## config.mk

```make
export PLATFORM = sky130hd
export DESIGN_NAME = demux_burst_sched
export DESIGN_NICKNAME = d
export VERILOG_FILES = /design/src/rtl/demux_pkg.sv /design/src/rtl/demux_out_reg.sv /design/src/rtl/demux_burst_sched.sv
export SDC_FILE = /design/constraint.sdc
export NUM_CORES = 1
export LEC_CHECK = 0
export BUFFER_PORTS_ARGS = -buffer_cell sky130_fd_sc_hd__buf_4
export CORE_ASPECT_RATIO = 0.75
export CORE_MARGIN = 4
export CORE_UTILIZATION = 28
export CTS_CLUSTER_SIZE = 8
export DETAILED_ROUTE_END_ITERATION = 12
export GPL_TIMING_DRIVEN = 0
export PLACE_DENSITY = 0.52
export SLEW_MARGIN = 25
export SYNTH_ARGS = -nofsm -noshare
export SYNTH_HDL_FRONTEND = slang
export SYNTH_HIERARCHICAL = 1
export SYNTH_SLANG_ARGS = --single-unit
```

## constraint.sdc

```tcl
create_clock -name clk -period 3.1 [get_ports clk]
set_clock_uncertainty 0.1 [all_clocks]
set_input_delay 0.465 -clock clk [delete_from_list [all_inputs] [get_ports clk]]
set_output_delay 0.465 -clock clk [all_outputs]
set_load 0.1 [all_outputs]
```

## src/rtl/demux_pkg.sv

```systemverilog
// rtl/demux_pkg.sv - shared FSM state type and scheduling mode encodings
package demux_pkg;

  typedef enum logic {
    IDLE  = 1'b0,
    BURST = 1'b1
  } state_t;

  localparam logic MODE_DEST = 1'b0;
  localparam logic MODE_RR   = 1'b1;

endpackage

```

## src/rtl/demux_out_reg.sv

```systemverilog
// rtl/demux_out_reg.sv - one-entry output holding register with one-hot channel valid
module demux_out_reg #(
  parameter int DATA_W = 8
) (
  input  logic              clk,
  input  logic              rst,
  input  logic              load,
  input  logic              load_sel,
  input  logic [DATA_W-1:0] load_data,
  input  logic              sel,
  input  logic [1:0]        out_ready,
  output logic [1:0]        out_valid,
  output logic [DATA_W-1:0] out_data
);

  always_ff @(posedge clk) begin
    if (rst) begin
      out_valid <= 2'b00;
      out_data  <= '0;
    end else if (load) begin
      out_data  <= load_data;
      out_valid <= {load_sel, ~load_sel};
    end else if (out_valid[sel] & out_ready[sel]) begin
      out_valid <= 2'b00;
    end
  end

endmodule

```

## src/rtl/demux_burst_sched.sv

```systemverilog
// rtl/demux_burst_sched.sv - burst scheduler locking the demux select for whole fixed-length bursts
module demux_burst_sched
  import demux_pkg::*;
#(
  parameter int DATA_W    = 8,
  parameter int BURST_LEN = 4,
  parameter int CNT_W     = (BURST_LEN > 1) ? $clog2(BURST_LEN) : 1
) (
  input  logic              clk,
  input  logic              rst,
  input  logic              mode,
  input  logic              in_valid,
  output logic              in_ready,
  input  logic [DATA_W-1:0] in_data,
  input  logic              in_dest,
  output logic [1:0]        out_valid,
  input  logic [1:0]        out_ready,
  output logic [DATA_W-1:0] out_data,
  output logic              sel,
  output logic              busy
);

  localparam logic [CNT_W-1:0] LAST = CNT_W'(BURST_LEN - 1);

  state_t           state, state_n;
  logic [CNT_W-1:0] cnt, cnt_n;
  logic             rr_ptr, rr_ptr_n;
  logic             sel_n;
  logic             load_sel;
  logic             accept;

  // The held word blocks new input unless it drains this same cycle.
  assign in_ready = ~|out_valid | out_ready[sel];
  assign accept   = in_valid & in_ready;
  assign busy     = (state == BURST);

  always_ff @(posedge clk) begin
    if (rst) begin
      state  <= IDLE;
      cnt    <= '0;
      rr_ptr <= 1'b0;
      sel    <= 1'b0;
    end else begin
      state  <= state_n;
      cnt    <= cnt_n;
      rr_ptr <= rr_ptr_n;
      sel    <= sel_n;
    end
  end

  always_comb begin
    state_n  = state;
    cnt_n    = cnt;
    rr_ptr_n = rr_ptr;
    sel_n    = sel;
    load_sel = sel;
    case (state)
      IDLE: begin
        if (accept) begin
          if (mode == MODE_RR) begin
            load_sel = rr_ptr;
            rr_ptr_n = ~rr_ptr;
          end else begin
            load_sel = in_dest;
          end
          sel_n = load_sel;
          if (BURST_LEN > 1) begin
            state_n = BURST;
            cnt_n   = CNT_W'(1);
          end
        end
      end
      BURST: begin
        if (accept) begin
          if (cnt == LAST) begin
            state_n = IDLE;
            cnt_n   = '0;
          end else begin
            cnt_n = cnt + CNT_W'(1);
          end
        end
      end
      default: begin
        state_n = IDLE;
        cnt_n   = '0;
      end
    endcase
  end

  demux_out_reg #(
    .DATA_W(DATA_W)
  ) u_out_reg (
    .clk      (clk),
    .rst      (rst),
    .load     (accept),
    .load_sel (load_sel),
    .load_data(in_data),
    .sel      (sel),
    .out_ready(out_ready),
    .out_valid(out_valid),
    .out_data (out_data)
  );

endmodule

```

==> impl_results.md, run 1 <==
- Largest family of logic cells by synthesized area: multiplexers
- R2R Setup Slk: ~1.3 ns
- Core area: around 2300 sq um
- Grt met3 use: roughly 5.5%
- Fin Setup TNS: 0 ns
- Post-layout util: between 40% and 50%
- RSZ-0062 raised after global routing: false
- Post-synth ARST share: 0%
- Arr. time, crit path: 1.54 ns
- Chip Width: 65.9 um
- Critical Path End Type: output port
- Synth Area in Adders: between 1.5 and 2%
- All-Layer GR Usage: roughly a tenth
- HP Class: primary input to register
- Post-synth top flop: dfxtp_1
- Max Cap Viol: 0
- Worst-path fanout max: 7
- Syn Inst Count: 73
- Port bufs: 27
- Clk root buf: clkbuf_4
- Commonest cells post-synth: 15 x dfxtp_1, 11 x nor2_1, 10 x mux2i_1
- Worst EP required: 2.53 ns
- Dpl hpwl: roughly 1300 um
- Hold Fails Final Rpt: 0
- Compound-gate portion of the synthesized area: between 10% and 20%
- PwrDens: between 500 and 600 nW/um^2
- Final ANT Viol Nets: 0
- Crit start category: register
- Met1 global-route usage: 13.6%
- Routability cong.: 0.692
- Simple-Gate Fraction of Synth Area: about 16%
- Drc violations: 0
- Top cells by area, synth: dfxtp_1 43%, mux2i_1 14%, nor2_1 5.9%, mux2_4 4.3%, inv_1 2.7%
- Slew margin rel.: between 70% and 80%
- Syn Std Cell Area: 703 sq um
- FF/Latch Area: 300 sq um
- Multi-input logic area: ~370 sq um
- Area after DPL: around 950 sq um
- Worst-Margin Slew: between 0.4 and 0.5 ns
- Leak: roughly 0.45 nW
- Placed cells: between 100 and 150
- F_max: 0.475 GHz
- H-tree depth: 1
- Library cells used by synthesis: 30
- Via count: 630
- Longest Clk Path Bufs: 2
- Synth Warn #: 6
- I/O pin cnt: 28
- ANT cells: 0
- Post-synthesis xor/xnor area fraction: 0%
- Met2 usage: 13.6%
- Post-synthesis mux area share: between 20 and 25%
- Hold_buf cts: 0
- Yosys top cell by area: dfxtp_1
- Fin cells: 138
- Post-route clock period utilization: between 60% and 70%
- CTS resizes: 0
- Worst hold stages: 2
- RR Endpoint: u_out_reg/out_valid[1]
- First-pass GRT wire length: between 2000 and 3000 um
- Clk slew on worst S/H paths: 0.10 ns
- Post-CTS setup buffer count: 0
- Post-synth top area share: a little over two fifths
- Hold Crit Start: rst
- Die Area: ~3400 sq um
- R2r worst-path depth: 7
- Synth Net Count: just under 90
- DIE HEIGHT: roughly 51 um
- Slew Viols, Final: 0
- Kind of critical path: register to output port
- Clock Latency Late Sink: 0.28 ns
- CTS buffer count: 3
- Num rows: 15
- Setup Viol. Count Final: 0
- Status: finished, final reports clean
- Final design area excluding fillers: roughly 970 sq um
- GR peak layer: met2
- Detailed router's first-iteration violation count: 45
- FF-to-FF Start: sel
- Fraction of layout cells with a size suffix above 1: between 30% and 40%
- Congestion Overflow GR: 0
- CTS tree: yes
- Syn avg cell area: roughly 9.6 sq um
- Vias in the first global route: about 560
- DR vias/cell: 4.57
- Number of flops mapped to enable cells by yosys: 0
- Largest net degree at the start of global routing: 11
- Drt pass-1 iters: 4
- Clock sink count: 15
- Peak supply drop: approximately 0.00025 V
- Initial Utilization: between 20 and 30%
- Hold EP: cnt[0]
- Area grow syn2layout: 38.6%
- Routed WL per cell: 12.2 um
- Filler cells: about 250
- Most frequent cell after synthesis: dfxtp_1
- WL final: 1680 um
- Initial antenna violation count: 0
- Final #Nets: between 100 and 150
- Yosys reg bits: 15
- Crit path time final: 2.11 ns
- Post-synthesis sequential area ratio: 42.7%
[cell usage in the layout (no fill, tap or decap), types with 2 or more instances in the layout]
cell type / instances
inv_1: 5
nor2_1: 11
dfxtp_1: 15
buf_4: 27
nand2b_1: 2
mux2_4: 2
a21oi_1: 2
clkbuf_4: 3
nand2_1: 3
mux2i_1: 10
a211oi_1: 2
[final cells by class]
type,instances,share of cell area (%)
Buffer,2,1.54
Clock buffer,4,2.70
Inverter,6,2.31
Multi-Input combinational cell,50,37.5
Sequential cell,15,30.8
Tap cell,34,4.36
Timing Repair Buffer,27,20.8
[worst max-delay path: stages, from the launching register on]
cell and delay [ns]:
dfxtp_1 0.48, mux2i_1 0.40, nand2_1 0.13, buf_4 0.25
[stage by stage]
stage / power (W) / worst slack [ns] / hold slack, ns
2_1_floorplan: 0.000382 / 0.407 / 0.340
3_3_place_gp: 0.000431 / 1.19 / 0.362
3_5_place_dp: 0.000433 / 1.18 / 0.366
4_1_cts: 0.000549 / 1.01 / 0.290
5_1_grt: 0.000568 / 0.928 / 0.287
6_report: 0.000540 / 0.993 / 0.302
[layer usage]
metal,vias to the layer above,wire [um]
met3,2,137
met5,-,0
met1,289,834
met2,21,695
li1,318,-
met4,0,12
[worst max-delay path by stage]
| stage | startpoint | to |
|---|---|---|
| after floorplan | sel | busy |
| after global placement | mode | u_out_reg/out_valid[0] |
| after detailed placement | mode | u_out_reg/out_valid[0] |
| after global routing | sel | in_ready |
| after CTS | sel | in_ready |
| final | sel | in_ready |
[sequential cells by signal (all words and copies together) (netlist names)]
| register | flops |
|---|---|
| rr_ptr | 1 |
| u_out_reg/out_data | 8 |
| cnt | 2 |
| u_out_reg/out_valid | 2 |
| busy | 1 |
| sel | 1 |
[logic make-up after synthesis]
group	count (synthesis)
and+or+nand+nor	24
DFF	15
muxes	13
AOI/OAI and AO/OA	12
buffers and inverters	8
adders and majority gates	1
[report_power, final]
group	switching, W	total (W)	internal, W
sequential	0.0000143	0.000223	0.000208
clock	0.0000629	0.000113	0.0000499
combinational	0.000145	0.000205	0.0000603
(Power assumes the default switching activity.)
==> inputs of run 2 (changes only) <==
clock period = 2.15 ns   (was 3.1 ns; I/O delays follow)
==> run 2 against run 1 <==
Via count decreased by 6.3%. Cell area grew 0.64%. Non-clock buffer count unchanged. Final cell count unchanged. Core utilization up 0.27 points. Worst setup slack worse by 0.69 ns. Clock-buffer cell count unchanged. Critical path depth is the same. Sequential power up 44%. Die area unchanged. Largest cell class unchanged. Largest power group unchanged. Clock power is 42% higher. Critical path type unchanged. Global-route usage about the same.
==> impl_results.md, run 2 (same netlist as run 1, synthesis figures left out) <==
- Leak: ~0.45 nW
- Worst EP required: ~1.7 ns
- Port bufs: 27
- CTS resizes: 0
- DIE HEIGHT: between 50 and 60 um
- Largest net degree at the start of global routing: 11
- Largest register by flop count: u_out_reg/out_data
- Critical Path End Type: output port
- Setup Viol. Count Final: 0
- Final #Nets: between 100 and 150
- FF-to-FF Start: u_out_reg/out_valid[1]
- Area grow syn2layout: 39.5%
- Initial antenna violation count: 0
- Commonest non-fill, non-tap cell in the layout: buf_4
- Core area: 2350 sq um
- CTS tree: yes
- Vias in the first global route: roughly 570
- Slew margin rel.: between 70% and 80%
- Kind of critical path: register to output port
- Fraction of layout cells with a size suffix above 1: between 40% and 50%
- Detailed router's first-iteration violation count: 14
- Initial Utilization: between 20% and 30%
- Worst-path fanout max: 7
- Chip Width: 65.9 um
- Dpl hpwl: around 1200 um
- Congestion Overflow GR: 0
- Slew Viols, Final: 0
- WL final: approximately 1600 um
- First-pass GRT wire length: 2590 um
- HP Class: primary input to register
- CTS buffer count: 3
- Via count: between 500 and 600
- Routed WL per cell: 11.2 um
- Drt pass-1 iters: 3
- Commonest non-fill, non-tap cells in the layout: 27 x buf_4, 12 x dfxtp_1, 11 x nor2_1
- F_max: ~0.54 GHz
- CP Buf/Inv Count: 1
- DR vias/cell: 4.28
- Clk root buf: clkbuf_4
- Max reg flops: 8
- Crit start category: register
- Overall Power: approximately 0.00078 W
- Worst-path cell chain: mux2i_1, nand2_2, buf_4
- Hold_buf cts: 0
- CP startpoint: sel
- Hold Fails Final Rpt: 0
- Fin Setup TNS: 0 ns
- Post-layout util: between 40% and 50%
- Post-route clock period utilization: 85.8%
- Arr. time, crit path: roughly 1.4 ns
- Placed cells: approximately 130
- ANT cells: 0
- Post-CTS setup buffer count: 0
- Status: finished, final reports clean
- Die Area: about 3400 sq um
- Num rows: 15
- Longest Clk Path Bufs: 2
- Worst-Margin Slew: around 0.45 ns
- H-tree depth: 1
- RSZ-0062 raised after global routing: false
- Max Cap Viol: 0
- Slowest stage delay, CP: a little over 0.4 ns
- Final ANT Viol Nets: 0
- CP delay by family, top: flip-flops
- I/O pin cnt: 28
- Largest regs: u_out_reg/out_data: 8 flops, cnt: 2 flops, u_out_reg/out_valid: 2 flops
- PwrDens: roughly 790 nW/um^2
- Peak supply drop: about 0.0004 V
- Crit path time final: between 1.5 and 2 ns
- Clk slew on worst S/H paths: roughly 0.090 ns
- Clock Latency Late Sink: 0.28 ns
- Filler cells: approximately 240
- CP max-delay cell: dfxtp_2
- Drc violations: 0
- Fin cells: around 140
- All-Layer GR Usage: under 10%
- Hold Crit Start: rst
- Clock sink count: 15
- Routability cong.: ~0.75
==> run 2: cell count changes in the layout (fill, tap and decap cells not counted) <==
cell     before  now
nand2_1       3    2
dfxtp_2       0    3
dfxtp_1      15   12
nand2_2       0    1
==> run 2: per-layer routing <==
| metal | track usage, % | part of all wire (%) | vias up |
|---|---|---|---|
| met3 | 3.74 | 5.2 | 2 |
| met1 | 13.5 | 50 | 258 |
| met4 | 2.07 | 1.1 | 0 |
| met2 | 14.6 | 44 | 12 |
| met5 | 0 | 0 | - |
| li1 | - | - | 318 |
==> run 2: cell type report <==
| type | count | area, sq um | area share (%) |
|---|---|---|---|
| repair buffers | 27 | 203 | 20.7 |
| well taps | 34 | 42.5 | 4.34 |
| flip-flops and latches | 15 | 304 | 31.0 |
| plain buffers | 2 | 15.0 | 1.53 |
| multi-input cells | 50 | 368 | 37.5 |
| clock buffers | 4 | 26.3 | 2.68 |
| inverters | 6 | 22.5 | 2.30 |
==> run 2: final timing paths <==
check	end	slack (ns)	cells past startpoint
setup reg to reg	u_out_reg/out_valid[0]	0.45	5
hold / removal	sel	0.15	2
hold reg to reg	cnt[1]	0.38	2
setup / recovery	in_ready	0.31	3
==> run 2: power by group <==
part	total [W]	leakage [nW]	internal, W	switching (W)
combinational	0.000296	0.315	0.0000875	0.000209
clock	0.000161	0.0150	0.0000719	0.0000889
sequential	0.000321	0.125	0.000301	0.0000196
==> run 2: worst reg2reg max path: stages (launching register included) <==
cell	delay (ns)
dfxtp_2	0.36
or2_2	0.34
a2111oi_2	0.36
nor2_1	0.12
or2b_1	0.23
a21oi_1	0.12
==> run 2: stage by stage <==
| step | worst slack, ns | hold WS [ns] | cell area (sq um) |
|---|---|---|---|
| floorplan | 0.123 | 0.294 | 709 |
| global placement | 0.386 | 0.366 | 955 |
| detailed placement | 0.368 | 0.372 | 955 |
| CTS | 0.285 | 0.147 | 981 |
| global route | 0.236 | 0.151 | 981 |
| finish | 0.305 | 0.153 | 981 |
